**src/rtl/fifo_pkg.sv**
```systemverilog
// fifo_pkg: shared definitions for the dual-clock FIFO.
//   DEFAULT_DATA_WIDTH / DEFAULT_ADDR_WIDTH : default word and address widths
//   bin2gray / gray2bin                     : pointer encoding helpers, used by
//                                             both the write and read sides
package fifo_pkg;

  localparam int unsigned DEFAULT_DATA_WIDTH = 8;
  localparam int unsigned DEFAULT_ADDR_WIDTH = 4;

  // Helpers operate on a 32-bit container. Callers zero-extend the pointer
  // and truncate the result. This is exact for Gray encoding because each
  // output bit depends only on the same and the next-higher input bit.
  function automatic logic [31:0] bin2gray(input logic [31:0] b);
    return b ^ (b >> 1);
  endfunction

  function automatic logic [31:0] gray2bin(input logic [31:0] g);
    logic [31:0] b;
    b[31] = g[31];
    for (int i = 30; i >= 0; i--) begin
      b[i] = b[i+1] ^ g[i];
    end
    return b;
  endfunction

endpackage

```
**src/rtl/rr_arbiter.sv**
```systemverilog
// rr_arbiter: round-robin arbiter with a registered priority pointer.
//   wclk, wrst : clock, asynchronous active-high reset
//   req        : per-requester request (level)
//   en         : allow a grant this cycle (gnt forced to zero when low)
//   upd        : advance the priority pointer past the granted index at the edge
//   gnt        : one-hot grant, combinational
module rr_arbiter #(
  parameter int unsigned N = 4
) (
  input  logic         wclk,
  input  logic         wrst,
  input  logic [N-1:0] req,
  input  logic         en,
  input  logic         upd,
  output logic [N-1:0] gnt
);

  localparam int unsigned PW = (N > 1) ? $clog2(N) : 1;

  logic [PW-1:0] rr_ptr;
  logic [PW-1:0] rr_ptr_next;
  logic [PW-1:0] gidx;
  logic [PW:0]   sum;
  logic          found;

  // Walk the requesters starting at rr_ptr, wrapping modulo N; the first set
  // request wins. The sum carries one extra bit so the wrap test is exact.
  always_comb begin
    gnt   = '0;
    gidx  = '0;
    sum   = '0;
    found = 1'b0;
    for (int unsigned k = 0; k < N; k++) begin
      sum = {1'b0, rr_ptr} + (PW+1)'(k);
      if (sum >= (PW+1)'(N)) begin
        sum = sum - (PW+1)'(N);
      end
      if (!found && req[sum[PW-1:0]]) begin
        found = 1'b1;
        gidx  = sum[PW-1:0];
      end
    end
    if (found && en && !wrst) begin
      gnt[gidx] = 1'b1;
    end
  end

  always_comb begin
    rr_ptr_next = (gidx == PW'(N-1)) ? '0 : gidx + 1'b1;
  end

  always_ff @(posedge wclk or posedge wrst) begin
    if (wrst) begin
      rr_ptr <= '0;
    end else if (upd && (|gnt)) begin
      rr_ptr <= rr_ptr_next;
    end
  end

endmodule

```
**src/rtl/fifo_wr_arbiter.sv**
```systemverilog
// fifo_wr_arbiter: write-side controller for the shared FIFO memory.
// Round-robin arbitrates NUM_REQ writers onto the single memory write port
// (one word per wclk), and owns the binary/Gray write pointer and the
// registered full flag computed against the synchronized read Gray pointer.
//   wclk, wrst : write clock, asynchronous active-high reset
//   req        : per-requester write request, held until granted
//   req_data   : packed requester data, requester i at [i*DATA_WIDTH +: DATA_WIDTH]
//   gnt        : one-hot grant; the word is accepted at this wclk edge
//   wq2_rptr   : read Gray pointer already synchronized into wclk
//   wdata      : memory write data (granted requester's slice)
//   waddr      : memory write address
//   wclken     : memory write enable
//   wfull      : registered full flag
//   wptr       : registered write Gray pointer for the read-side synchronizer
module fifo_wr_arbiter
  import fifo_pkg::*;
#(
  parameter int unsigned DATA_WIDTH = DEFAULT_DATA_WIDTH,
  parameter int unsigned ADDR_WIDTH = DEFAULT_ADDR_WIDTH,
  parameter int unsigned NUM_REQ    = 4
) (
  input  logic                          wclk,
  input  logic                          wrst,
  input  logic [NUM_REQ-1:0]            req,
  input  logic [NUM_REQ*DATA_WIDTH-1:0] req_data,
  output logic [NUM_REQ-1:0]            gnt,
  input  logic [ADDR_WIDTH:0]           wq2_rptr,
  output logic [DATA_WIDTH-1:0]         wdata,
  output logic [ADDR_WIDTH-1:0]         waddr,
  output logic                          wclken,
  output logic                          wfull,
  output logic [ADDR_WIDTH:0]           wptr
);

  localparam int unsigned PTR_W = ADDR_WIDTH + 1;

  logic [ADDR_WIDTH:0] wbin;
  logic [ADDR_WIDTH:0] wbin_next;
  logic [ADDR_WIDTH:0] wgray_next;
  logic [ADDR_WIDTH:0] rptr_full_cmp;
  logic                wfull_next;

  rr_arbiter #(
    .N (NUM_REQ)
  ) u_rr_arbiter (
    .wclk (wclk),
    .wrst (wrst),
    .req  (req),
    .en   (!wfull),
    .upd  (1'b1),
    .gnt  (gnt)
  );

  assign wclken = |gnt;
  assign waddr  = wbin[ADDR_WIDTH-1:0];

  always_comb begin
    wdata = req_data[DATA_WIDTH-1:0];
    for (int unsigned i = 0; i < NUM_REQ; i++) begin
      if (gnt[i]) begin
        wdata = req_data[i*DATA_WIDTH +: DATA_WIDTH];
      end
    end
  end

  // Full when the next write pointer equals the read pointer with its two
  // MSBs inverted: one lap ahead in Gray space.
  always_comb begin
    wbin_next     = wbin + {{ADDR_WIDTH{1'b0}}, wclken};
    wgray_next    = PTR_W'(bin2gray(32'(wbin_next)));
    rptr_full_cmp = {~wq2_rptr[ADDR_WIDTH:ADDR_WIDTH-1], wq2_rptr[ADDR_WIDTH-2:0]};
    wfull_next    = (wgray_next == rptr_full_cmp);
  end

  always_ff @(posedge wclk or posedge wrst) begin
    if (wrst) begin
      wbin  <= '0;
      wptr  <= '0;
      wfull <= 1'b0;
    end else begin
      wbin  <= wbin_next;
      wptr  <= wgray_next;
      wfull <= wfull_next;
    end
  end

endmodule

```
**config.mk**
```make
export PLATFORM = sky130hd
export DESIGN_NAME = fifo_wr_arbiter
export DESIGN_NICKNAME = d
export VERILOG_FILES = /design/src/rtl/fifo_pkg.sv /design/src/rtl/rr_arbiter.sv /design/src/rtl/fifo_wr_arbiter.sv
export SDC_FILE = /design/constraint.sdc
export NUM_CORES = 1
export LEC_CHECK = 0
export BUFFER_PORTS_ARGS = -buffer_cell sky130_fd_sc_hd__buf_2
export CORE_MARGIN = 4
export CORE_UTILIZATION = 45
export DETAILED_ROUTE_END_ITERATION = 12
export GPL_ROUTABILITY_DRIVEN = 0
export GPL_TIMING_DRIVEN = 0
export PLACE_DENSITY = 0.83
export RECOVER_POWER = 25
export SLEW_MARGIN = 15
export SYNTH_ARGS = -nofsm -noshare
export SYNTH_HDL_FRONTEND = slang
export SYNTH_SLANG_ARGS = --single-unit
```
**constraint.sdc**
```tcl
create_clock -name wclk -period 6.2 [get_ports wclk]
set_input_delay 1.24 -clock wclk [delete_from_list [all_inputs] [get_ports wclk]]
set_output_delay 1.24 -clock wclk [all_outputs]
set_load 0.05 [all_outputs]
```
==> reports/results.ini <==
[outcome]
status=completed

[synthesis]
synthMuxAreaShare_pct=3.67
synth-xor-area-share_pct=13.1
synth_top_family_by_area=compound AO/OA/AOI/OAI gates
synthTopCellsByArea=dfrtp_1 27%, xor2_1 7.2%, ha_1 6.9%
synthSimpleGateAreaFrac_pct=15.3
syn_area_um2=1090
synthCells=126
synthesis.nets=175
synth_adder_area_share_pct=6.87
ys_ff_latch=12
synth-compound-area-share_pct=23.5
synthDistinctLibCells=31
yosysSeqAreaShare_pct=27.5
yosysWarnings=0
syn_avg_cell_area_um2=8.67
synth_top_area_cell=dfrtp_1
yosysTopAreaCellShare_pct=27.5

[power_and_ir_drop]
vdd_drop_max_uv=440
leakagePower_uw=0.000815
power_density_nw_per_um2=590

[finish]
multi_input_area_um2=682
final_cell_mix=66 x buf_2, 18 x nor2_1, 15 x inv_1, 12 x dfrtp_1
area_growth_pct=35.1
diodes=0
final_common_cell=buf_2
layout-drive-gt1-share_pct=39.7
layout.nets=245
fin_area_um2=1480
regArea_um2=300
fillCellCount=212

[route]
first_iter_violations=52
drc=0
avgViaCountPerCell=5.27
post_drt_wl_per_cell_um=13.7
final_antenna_net_count=0
first_pass_iters=4
totalWireLength_mm=3.04
vias=1169

[clock_tree]
root_buffer=clkbuf_4
cts_made_buffers=3
clockBufferDepth=2
clk_pin_slew_worst_paths_ns=0.07
clk_latency_ns=0.27
hold_buffers=0
cts_resized=0
cts.htree.levels=1
post_cts_buffers=0
cts_tree=built
numClockSinks=12

[worst_setup_path]
cp-start-kind=primary input
r2r_cells=12
critical_path.endpoint_type=primary output
r2r-start=u_rr_arbiter.rr_ptr[1]
crit_fanout=10
worstReg2RegEnd=wfull
path_cells=buf_2 > nand2b_1 > a21o_1 > o221ai_1 > inv_1 > ha_1 > clkbuf_1 > clkbuf_1 > nor2_1 > a41oi_1 > nor2_1 > o31ai_2 > buf_2
arrival_ns=3.63
critPathTopFamily=buffers and inverters
rrSetupSlack_ns=2.68
critPathKind=in -> out
required_ns=4.96
critPathBufInv=5
crit_path_top_delay_cell=clkbuf_1
critPathMaxStageDelay_ns=0.37

[placed_design]
place_ws_ns=1.36
dp_hpwl_mm=2.50
io_buffer_count=65
dpl_cell_area_um2=1450

[timing]
tightest_slew_ns=0.454
setup_viol=0
relSlewSlack_pct=69.7
hold_viol=0
finalClockSkew_ns=0.00409
period_needed_ns=4.87
finalWorstSetupSlack_ns=1.33
whs_ns=0.550
fin_crit_sh_pct=78.5
finalMaxSlewViolations=0
fmax_mhz=206
setup-tns-final_ns=0
rsz0062_at_grt=false

[global_route]
grt_pass1_vias=1169
grt_max_degree=13
gr-total-overflow=0
grt_use_total_pct=18.1
antenna_found_initial=0
grt_pass1_wl_mm=4.78

[die]
die_w_um=57.3
num_rows=17
pin_count=66
die_h_um=57.3
core-area_um2=2250
start_util_pct=48.4
die-area_um2=3280

[job]
max_cap_violations=0

[min_path]
hold_path_depth=1
hp-class=reg -> reg
holdPathEnd=u_rr_arbiter.rr_ptr[0]
min-delay-start=u_rr_arbiter.rr_ptr[0]

[logic make-up after synthesis]
| logic type | after synthesis |
|---|---|
| compound gates | 32 |
| xor+xnor | 13 |
| fa+ha+maj | 6 |
| buf+inv | 23 |
| flops | 12 |
| mux | 3 |
| simple gates | 37 |
[routing by layer]
metal | vias to the layer above | GRT usage (%) | part of all wire, %
li1 | 583 | - | -
met1 | 516 | 19.0 | 38
met2 | 67 | 33.0 | 49
met3 | 3 | 4.75 | 11
met4 | 0 | 8.94 | 1.1
met5 | - | 0 | 0
[synth_stat cells, drive strengths merged]
cell	n
nor2	18
inv	15
dfrtp	12
nand2	9
xor2	9
a41oi	8
o22ai	8
o31ai	8
ha	6
buf	4
clkbuf	4
and3	3
nand3	3
a21oi	2
mux2	2
xnor2	2
a21boi	1
a21o	1
and2	1
mux2i	1
nand2b	1
nor4b	1
o21a	1
o221ai	1
o22a	1
o41a	1
or4	1
xnor3	1
xor3	1
[through the flow]
step / util (%) / std cells / power, uW
floorplan: - / 126 / 682
global placement: 64.4 / 219 / 805
detailed placement: 64.4 / 219 / 825
CTS: 65.4 / 222 / 875
global route: 65.4 / 222 / 927
finish: 65.4 / 222 / 870
[layout make-up]
type,instances,area share (%)
timing repair buffer,65,22.1
tap,28,2.37
multi-input combinational,91,46.2
clock buffer,3,1.53
inverter,15,3.82
sequential,12,20.4
buffer,8,3.65
[registers in the layout, indices dropped and copies added, names as in the netlist]
name,flops
wbin,5
wptr,4
wfull,1
u_rr_arbiter.rr_ptr,2
[worst register-to-register path, cell delays in order, from the launching register on]
cell,delay [ns]
dfrtp_1,0.44
mux2i_1,0.14
o221ai_1,0.39
inv_1,0.13
ha_1,0.22
clkbuf_1,0.22
o41a_4,0.43
ha_1,0.24
ha_1,0.24
nand3_1,0.16
xor2_1,0.28
xnor3_1,0.27
nor4b_1,0.25
[power by group]
group / total [uW] / switching (uW) / internal (uW)
clock: 46.8 / 24.3 / 22.5
sequential: 151 / 29.5 / 121
combinational: 672 / 459 / 213
total: 870 / 513 / 357
[worst max-delay path by stage]
stage | from | to | slack (ns) | cells past startpoint
after floorplan | req[2] | wdata[0] | 1.27 | 9
after global placement | req[0] | wdata[6] | 1.42 | 13
after detailed placement | req[0] | wdata[6] | 1.36 | 13
after CTS | req[0] | wdata[6] | 1.35 | 13
after global routing | req[2] | wdata[6] | 1.13 | 12
final | req[2] | wdata[6] | 1.33 | 13
(Power assumes the default switching activity.)
